[config.mk]
export PLATFORM = sky130hd
export DESIGN_NAME = frida_seq_gen
export DESIGN_NICKNAME = d
export VERILOG_FILES = /design/src/rtl/frida_seq_gen.sv
export SDC_FILE = /design/constraint.sdc
export NUM_CORES = 1
export LEC_CHECK = 0
export CORE_MARGIN = 3
export CORE_UTILIZATION = 39
export CTS_CLUSTER_DIAMETER = 40
export DETAILED_ROUTE_END_ITERATION = 16
export GPL_TIMING_DRIVEN = 0
export PLACE_DENSITY = 0.62
export SYNTH_ARGS = -nofsm -noshare
export SYNTH_HDL_FRONTEND = slang
export SYNTH_SLANG_ARGS = --single-unit
[constraint.sdc]
create_clock -name clk -period 5.7 [get_ports clk]
set_input_delay 1.14 -clock clk [delete_from_list [all_inputs] [get_ports clk]]
set_output_delay 1.14 -clock clk [all_outputs]
set_load 0.05 [all_outputs]
[src/rtl/frida_seq_gen.sv]
// -----------------------------------------------------------------------------
// frida_seq_gen
// On-chip SAR conversion sequencer. Generates the four phase strobes consumed
// by the ADC array (init, sample, compare, update-logic) from one fast clock.
// Phase widths and compare-cycle count are programmable. Single-shot and
// continuous modes are supported.
//
// Ports
//   clk          sequencer clock, rising edge
//   rst          asynchronous active-high reset
//   start        conversion request, honoured only in IDLE
//   abort        synchronous stop, returns to IDLE without counting
//   cfg_cont     continuous mode, sampled live at conversion completion
//   cfg_t_*      phase widths in clk cycles (0 behaves as 1)
//   cfg_ncmp     compare/logic pairs per conversion (0 behaves as 1)
//   seq_*        one-hot-or-zero phase strobes, registered
//   cmp_idx      current compare index, counts ncmp-1 down to 0
//   busy         high while any phase strobe is active
//   done         one-cycle pulse after the last logic cycle
//   conv_count   completed conversions, wraps at full scale
// -----------------------------------------------------------------------------
module frida_seq_gen #(
   parameter int CNT_W  = 8,
   parameter int NCMP_W = 5,
   parameter int CONV_W = 16
) (
   input  logic              clk,
   input  logic              rst,
   input  logic              start,
   input  logic              abort,
   input  logic              cfg_cont,
   input  logic [CNT_W-1:0]  cfg_t_init,
   input  logic [CNT_W-1:0]  cfg_t_samp,
   input  logic [CNT_W-1:0]  cfg_t_cmp,
   input  logic [CNT_W-1:0]  cfg_t_logic,
   input  logic [NCMP_W-1:0] cfg_ncmp,
   output logic              seq_init,
   output logic              seq_samp,
   output logic              seq_cmp,
   output logic              seq_logic,
   output logic [NCMP_W-1:0] cmp_idx,
   output logic              busy,
   output logic              done,
   output logic [CONV_W-1:0] conv_count
);

   typedef enum logic [2:0] {
      S_IDLE,
      S_INIT,
      S_SAMP,
      S_CMP,
      S_LOGIC
   } state_t;

   function automatic logic [CNT_W-1:0] clamp_w(input logic [CNT_W-1:0] v);
      return (v == '0) ? CNT_W'(1) : v;
   endfunction

   function automatic logic [NCMP_W-1:0] clamp_n(input logic [NCMP_W-1:0] v);
      return (v == '0) ? NCMP_W'(1) : v;
   endfunction

   state_t              r_state, w_state_nxt;
   logic [CNT_W-1:0]    r_cnt, w_cnt_nxt;
   logic [NCMP_W-1:0]   r_idx, w_idx_nxt;
   logic [CONV_W-1:0]   r_conv, w_conv_nxt;
   logic                w_done_nxt;
   logic                w_latch;
   logic                w_last;

   // Latched (already clamped) configuration. INIT width is consumed at the
   // latch edge itself, so it needs no holding register.
   logic [CNT_W-1:0]    r_t_samp, r_t_cmp, r_t_logic;
   logic [NCMP_W-1:0]   r_ncmp;

   logic                r_seq_init, r_seq_samp, r_seq_cmp, r_seq_logic;
   logic                r_busy, r_done;

   // r_cnt holds the cycles remaining in the current phase, including this one.
   assign w_last = (r_cnt == CNT_W'(1));

   always_comb begin
      w_state_nxt = r_state;
      w_cnt_nxt   = r_cnt;
      w_idx_nxt   = r_idx;
      w_conv_nxt  = r_conv;
      w_done_nxt  = 1'b0;
      w_latch     = 1'b0;
      if (r_state != S_IDLE) begin
         w_cnt_nxt = r_cnt - CNT_W'(1);
      end
      if (abort) begin
         w_state_nxt = S_IDLE;
         w_cnt_nxt   = '0;
         w_idx_nxt   = '0;
      end else begin
         case (r_state)
            S_IDLE: begin
               if (start) begin
                  w_state_nxt = S_INIT;
                  w_latch     = 1'b1;
                  w_cnt_nxt   = clamp_w(cfg_t_init);
               end
            end
            S_INIT: begin
               if (w_last) begin
                  w_state_nxt = S_SAMP;
                  w_cnt_nxt   = r_t_samp;
                  w_idx_nxt   = r_ncmp - NCMP_W'(1);
               end
            end
            S_SAMP: begin
               if (w_last) begin
                  w_state_nxt = S_CMP;
                  w_cnt_nxt   = r_t_cmp;
               end
            end
            S_CMP: begin
               if (w_last) begin
                  w_state_nxt = S_LOGIC;
                  w_cnt_nxt   = r_t_logic;
               end
            end
            S_LOGIC: begin
               if (w_last) begin
                  if (r_idx != '0) begin
                     w_state_nxt = S_CMP;
                     w_cnt_nxt   = r_t_cmp;
                     w_idx_nxt   = r_idx - NCMP_W'(1);
                  end else begin
                     w_done_nxt = 1'b1;
                     w_conv_nxt = r_conv + CONV_W'(1);
                     // Continuous loop re-enters INIT in the done cycle and
                     // re-latches configuration exactly like a fresh start.
                     if (cfg_cont) begin
                        w_state_nxt = S_INIT;
                        w_latch     = 1'b1;
                        w_cnt_nxt   = clamp_w(cfg_t_init);
                     end else begin
                        w_state_nxt = S_IDLE;
                        w_cnt_nxt   = '0;
                     end
                  end
               end
            end
            default: begin
               w_state_nxt = S_IDLE;
               w_cnt_nxt   = '0;
               w_idx_nxt   = '0;
            end
         endcase
      end
   end

   always_ff @(posedge clk or posedge rst) begin
      if (rst) begin
         r_state     <= S_IDLE;
         r_cnt       <= '0;
         r_idx       <= '0;
         r_conv      <= '0;
         r_t_samp    <= '0;
         r_t_cmp     <= '0;
         r_t_logic   <= '0;
         r_ncmp      <= '0;
         r_seq_init  <= 1'b0;
         r_seq_samp  <= 1'b0;
         r_seq_cmp   <= 1'b0;
         r_seq_logic <= 1'b0;
         r_busy      <= 1'b0;
         r_done      <= 1'b0;
      end else begin
         r_state <= w_state_nxt;
         r_cnt   <= w_cnt_nxt;
         r_idx   <= w_idx_nxt;
         r_conv  <= w_conv_nxt;
         if (w_latch) begin
            r_t_samp  <= clamp_w(cfg_t_samp);
            r_t_cmp   <= clamp_w(cfg_t_cmp);
            r_t_logic <= clamp_w(cfg_t_logic);
            r_ncmp    <= clamp_n(cfg_ncmp);
         end
         // Strobes are registered from the next state so each output comes
         // straight off a flop while still tracking the state exactly.
         r_seq_init  <= (w_state_nxt == S_INIT);
         r_seq_samp  <= (w_state_nxt == S_SAMP);
         r_seq_cmp   <= (w_state_nxt == S_CMP);
         r_seq_logic <= (w_state_nxt == S_LOGIC);
         r_busy      <= (w_state_nxt != S_IDLE);
         r_done      <= w_done_nxt;
      end
   end

   assign seq_init   = r_seq_init;
   assign seq_samp   = r_seq_samp;
   assign seq_cmp    = r_seq_cmp;
   assign seq_logic  = r_seq_logic;
   assign busy       = r_busy;
   assign done       = r_done;
   assign cmp_idx    = r_idx;
   assign conv_count = r_conv;

endmodule

==> impl_metrics.csv, run 1 <==
group,metric,value,unit
run_status,status,"finished clean",
global_routing,antenna_found_initial,0,
placement,portBuffers,67,
sta,max-slew-margin-rel,0.443,
logic_synthesis,yosysMostFrequentCell,"dfrtp_1",
logic_synthesis,syn-cell-area,3840,um^2
clock_tree,cts_resized,0,
critical_path,cp_data_required_time,5.92,ns
logic_synthesis,yosys_register_bits,67,
critical_path,cp_data_arrival_time,3.08,ns
floorplan,die_area,11100,um^2
global_routing,grt_pass1_vias,3010,
sta,min_period,2.86,ns
placement,gp_congestion,0.841,
drt,drc,0,
logic_synthesis,ys_async_sr_fraction,1.00,
logic_synthesis,synth_area_leaders,"dfrtp_1, mux2_1, xnor2_1",
logic_synthesis,ys_seq_area_frac,0.436,
logic_synthesis,yosysUniqueCellTypes,59,
logic_synthesis,yosys.area.top_type,"dfrtp_1",
drt,firstDrtPassIters,4,
logic_synthesis,synth_cells,366,
floorplan,io_pins,69,
drt,first_iter_violations,90,
logic_synthesis,yosys_warnings,0,
clock_tree,clockBufferDepth,2,
sta,period_share,0.501,
final_layout,final.fill_count,868,
clock_tree,cts_sinks,67,
global_routing,grt_overflow,0,
floorplan,die_w,105,um
floorplan,fp-row-count,35,
final_layout,multi_input_area,2000,um^2
power,leakagePower,0.00198,uW
critical_path,cp_max_fo,10,
final_layout,area_growth,28.2,%
clock_tree,clkTransAtPathRegs,0.07,ns
sta,tightest_slew,0.836,ns
critical_path,start_kind,"input port",
floorplan,die_y,105,um
sta,skew,0.0101,ns
sta,clock.fmax,350,MHz
sta,maxSlewViolCount,0,
power,ir_worst_vdd,179,uV
critical_path,crit_path_end_kind,"flip-flop",
sta,setup_viol,0,
sta,hold_violations,0,
clock_tree,cts.htree.levels,3,
logic_synthesis,netlist_top_cells_count,"dfrtp_1, nand2_1, a21oi_1, mux2_1, nor3_1",
clock_tree,cts_setup_buffers,0,
sta,tns,0,ns
placement,place_inst,562,
final_layout,drive_gt1_frac,0.140,
power,p_total,1550,uW
clock_tree,cts_buffers,9,
floorplan,floorplan.initialDensity,0.408,
global_routing,grt_pass1_wl,15300,um
drt,ant_nets,0,
clock_tree,cts_root_buf,"clkbuf_8",
logic_synthesis,syn_nets,412,
drt,avgViaCountPerCell,5.19,
placement,dpl.hpwl,7020,um
global_routing,grt_max_degree,68,
final_layout,diodes,0,
logic_synthesis,synth-edff-count,0,
sta,rsz0062_at_grt,"no",
logic_synthesis,synth_top_cell_area_share,0.436,
floorplan,core,9420,um^2
final_layout,nets,490,
final_layout,fin_util,0.523,
drt,totalWireLength,9190,um
logic_synthesis,synthFlopType,"dfrtp_1",
final_layout,final-seq-area,1680,um^2
logic_synthesis,avgSynthCellArea,10.5,um^2
hold_path,hold_class,"flip-flop to flip-flop",
critical_path,path_class,"input port to flip-flop",
global_routing,grtUsageTotal,0.173,
clock_tree,postCtsHoldBufs,0,
clock_tree,clock_latency,0.35,ns
clock_tree,cts_tree,"yes",
final_layout,instances_no_fill,578,
flow_run,max-cap-violations,0,
drt,routed-via-count,3000,
drt,routedWlPerCell,15.9,um
power,powerDensity,314,nW/um^2
report_power, final:
part	total, uW	leakage [uW]	internal (uW)	switching [uW]
Combinational	438	0.00102	206	232
Clock	496	0.000123	303	193
Sequential	611	0.000839	552	59.0
kinds of logic (layout without fill, tap and decap cells):
logic type / after synthesis / count (layout) / share of synthesized area
and+or+nand+nor: 114 / 114 / 0.179
AOI/OAI and AO/OA: 78 / 78 / 0.140
DFF: 67 / 67 / 0.436
muxes: 43 / 43 / 0.127
buffers and inverters: 33 / 116 / 0.0433
xor gates and xnor gates: 27 / 27 / 0.0615
adders and majority gates: 4 / 4 / 0.0130
critical path, cell delays in order:
cell and delay, ns:
clkdlybuf4s50_1 0.59, inv_1 0.10, nor2_2 0.35, a41oi_4 0.14
nor2_8 0.23, buf_6 0.18, mux2_1 0.34
placed cells by master, fill, tap and decap left out, types with 3 or more instances in the layout:
master	netlist	layout
mux2_1	21	21
inv_1	12	11
nor3b_1	5	5
and2_1	3	3
mux2_2	11	11
nor3_1	18	18
buf_2	4	4
clkdlybuf4s50_1	0	67
xnor2_1	16	16
clkbuf_1	8	8
nor4_2	3	3
nand2_1	27	27
buf_1	3	3
clkbuf_8	0	10
o21ai_1	6	6
nor2b_1	4	4
nor4_1	5	5
dfrtp_1	67	67
mux2i_1	9	9
nand3_1	9	9
nor2_1	11	11
ha_1	4	4
bufinv_16	0	3
nand2b_1	8	8
buf_6	4	4
o21ai_0	16	16
nor3_2	5	5
a22oi_1	6	6
o31ai_1	6	6
a221oi_1	6	6
a21oi_1	21	21
xor2_1	11	11
final timing paths:
| check | start | to | slack [ns] | cells after the start |
|---|---|---|---|---|
| max reg2reg | r_cnt[1] | r_t_cmp[7] | 3.32 | 9 |
| max in group asynchronous | rst | conv_count[1] | 3.83 | 2 |
| min | conv_count[15] | conv_count[15] | 0.47 | 1 |
| min in group asynchronous | rst | r_t_logic[0] | 1.30 | 2 |
| min reg2reg | conv_count[15] | conv_count[15] | 0.47 | 1 |
| max | start | r_t_cmp[7] | 2.84 | 7 |
metal layers:
metal	share of wire	track usage
met5	0	0
met4	0.012	0.0572
met3	0.039	0.0343
met2	0.49	0.289
met1	0.45	0.225
layout make-up:
type                    instances  share of cell area
multi-input cells             266               0.406
flip-flops and latches         67               0.340
repair buffers                 67               0.136
well taps                     129              0.0327
clock buffers                  10              0.0279
plain buffers                  21              0.0246
clock inverters                 6              0.0226
inverters                      12             0.00965
registers in the layout, summed over array words and instances (netlist names), 3 cells and up:
register	flops
conv_count	16
r_ncmp	5
r_state	3
r_t_cmp	8
r_t_logic	8
r_t_samp	8
cmp_idx	5
r_cnt	8
metrics by stage:
| step | hold slack (ns) | setup slack [ns] | cell area (um^2) |
|---|---|---|---|
| 2_1_floorplan | 0.452 | 2.88 | 3840 |
| 3_3_place_gp | 0.458 | 1.61 | 4680 |
| 3_5_place_dp | 0.466 | 2.46 | 4680 |
| 4_1_cts | 0.479 | 2.83 | 4930 |
| 5_1_grt | 0.503 | 2.71 | 4930 |
| 6_report | 0.473 | 2.84 | 4930 |
No activity file was read; power rests on OpenSTA's default activity.
==> run 2: changes to the inputs <==
Settings changed: PLACE_DENSITY 0.62 to 0.65.
Clock period 5.7 ns to 2.4 ns, I/O delays scaled along.
==> impl_metrics.csv, run 2 (synthesis results as in run 1) <==
group,metric,value,unit
run_status,status,"finished clean",
floorplan,floorplan.initialDensity,0.408,
placement,portBuffers,67,
floorplan,fp-row-count,35,
drt,routed-via-count,3065,
placement,place_inst,562,
critical_path,cp_max_fo,10,
clock_tree,cts_tree,"yes",
drt,totalWireLength,9260,um
power,leakagePower,0.00199,uW
drt,routedWlPerCell,15.9,um
sta,max-slew-margin-rel,0.448,
floorplan,die_y,105,um
clock_tree,postCtsHoldBufs,0,
critical_path,start_kind,"flip-flop",
placement,dp_slack,-0.151,ns
drt,ant_nets,0,
final_layout,nets,496,
critical_path,cp_data_required_time,2.63,ns
critical_path,path_buf_inv,2,
global_routing,met1_usage,0.232,
placement,gp_congestion,0.844,
final_layout,diodes,0,
sta,hold_violations,0,
global_routing,grt_busiest_layer,"met2",
global_routing,use_met2,0.278,
drt,firstDrtPassIters,4,
sta,setup_viol,0,
global_routing,grt_pass1_wl,15300,um
critical_path,crit_family,"simple AND/OR/NAND/NOR gates",
sta,period_share,0.944,
sta,maxSlewViolCount,0,
final_layout,area_growth,28.5,%
sta,min_period,2.26,ns
sta,tightest_slew,0.829,ns
final_layout,final.fill_count,876,
sta,clock.fmax,442,MHz
final_layout,largest_register_ffs,16,
flow_run,max-cap-violations,0,
global_routing,grt_max_degree,68,
global_routing,grtUsageTotal,0.170,
final_layout,layout_common_cells,"dfrtp_1, clkdlybuf4s50_1, nand2_1, a21oi_1, mux2_1",
sta,layout_setup_ws,0.135,ns
critical_path,cpMaxStageDelayCell,"or2_2",
global_routing,antenna_found_initial,0,
critical_path,crit_path_cell_trace,"clkbuf_1 > inv_1 > or2_2 > nor2_4 > nand2_1 > mux2_1",
global_routing,grtUsageMet3,0.0343,
placement,dpl.hpwl,6900,um
clock_tree,clock_latency,0.34,ns
critical_path,crit_path_end_kind,"flip-flop",
global_routing,grt_pass1_vias,3043,
final_layout,multi_input_area,2020,um^2
hold_path,hold_class,"flip-flop to flip-flop",
sta,skew,0.00786,ns
drt,first_iter_violations,184,
final_layout,drive_gt1_frac,0.156,
clock_tree,clkTransAtPathRegs,0.08,ns
final_layout,final-seq-area,1680,um^2
power,ir_worst_vdd,416,uV
clock_tree,cts_buffers,9,
drt,avgViaCountPerCell,5.25,
final_layout,instances_no_fill,584,
critical_path,slowest_delay,0.41,ns
drt,drc,0,
clock_tree,clockBufferDepth,2,
floorplan,die_area,11100,um^2
critical_path,cp_data_arrival_time,2.49,ns
floorplan,core,9420,um^2
critical_path,path_class,"flip-flop to flip-flop",
floorplan,io_pins,69,
global_routing,grt_overflow,0,
clock_tree,cts_sinks,67,
power,powerDensity,706,nW/um^2
floorplan,die_w,105,um
clock_tree,cts.htree.levels,3,
clock_tree,cts_root_buf,"clkbuf_8",
==> run 2: cell types whose count changed in the layout (fill, tap and decap cells not counted), moves of 2 or more <==
cell | previous run | this run
nor3b_1 | 5 | 3
nor3b_2 | 0 | 2
buf_4 | 2 | 8
bufinv_16 | 3 | 1
==> run 2: power by group <==
part | leakage [uW] | internal, uW | total, uW | switching [uW]
logic | 0.00106 | 503 | 1060 | 560
clock network | 0.0000962 | 487 | 964 | 477
registers | 0.000839 | 1310 | 1460 | 151
==> run 2: worst paths after layout <==
kind | startpoint | to | slack (ns) | cells past startpoint
hold reg to reg | conv_count[15] | conv_count[15] | 0.47 | 1
hold / removal | conv_count[15] | conv_count[15] | 0.47 | 1
setup reg to reg | r_state[2] | conv_count[1] | 0.14 | 6
min in group asynchronous | rst | r_ncmp[2] | 0.66 | 2
max in group asynchronous | rst | r_state[2] | 1.20 | 2
setup / recovery | r_state[2] | conv_count[1] | 0.14 | 6
==> run 2: layout make-up <==
cell class,instances,share of cell area
multi-input combinational,266,0.408
sequential,67,0.339
timing repair buffer,73,0.145
tap,129,0.0327
clock buffer,9,0.0251
buffer,21,0.0246
clock inverter,7,0.0155
inverter,12,0.00963
==> run 2: what timing repair did <==
item | 4_1_cts | 5_1_grt
pin swaps | 0 | 2
setup endpoints to repair | 3 | 21
setup buffers | 0 | 6
resized for setup | 1 | 2
gates cloned | 0 | 0
==> run 2: through the flow <==
step | power [uW] | hold slack [ns] | TNS [ns] | instance area (um^2) | utilization
5_1_grt | 3680 | 0.499 | -0.00696 | 4940 | 0.525
3_5_place_dp | 2520 | 0.462 | -3.31 | 4680 | 0.497
4_1_cts | 3480 | 0.476 | 0 | 4880 | 0.519
3_3_place_gp | 2490 | 0.456 | -67.77 | 4680 | 0.497
6_report | 3490 | 0.470 | 0 | 4940 | 0.525
2_1_floorplan | 2200 | 0.452 | 0 | 3840 | -
==> run 2: layer usage <==
metal  share of wire  up-vias
li1                -     1492
met5               0        -
met1            0.46     1485
met4           0.010        0
met2            0.48       79
met3           0.044        9
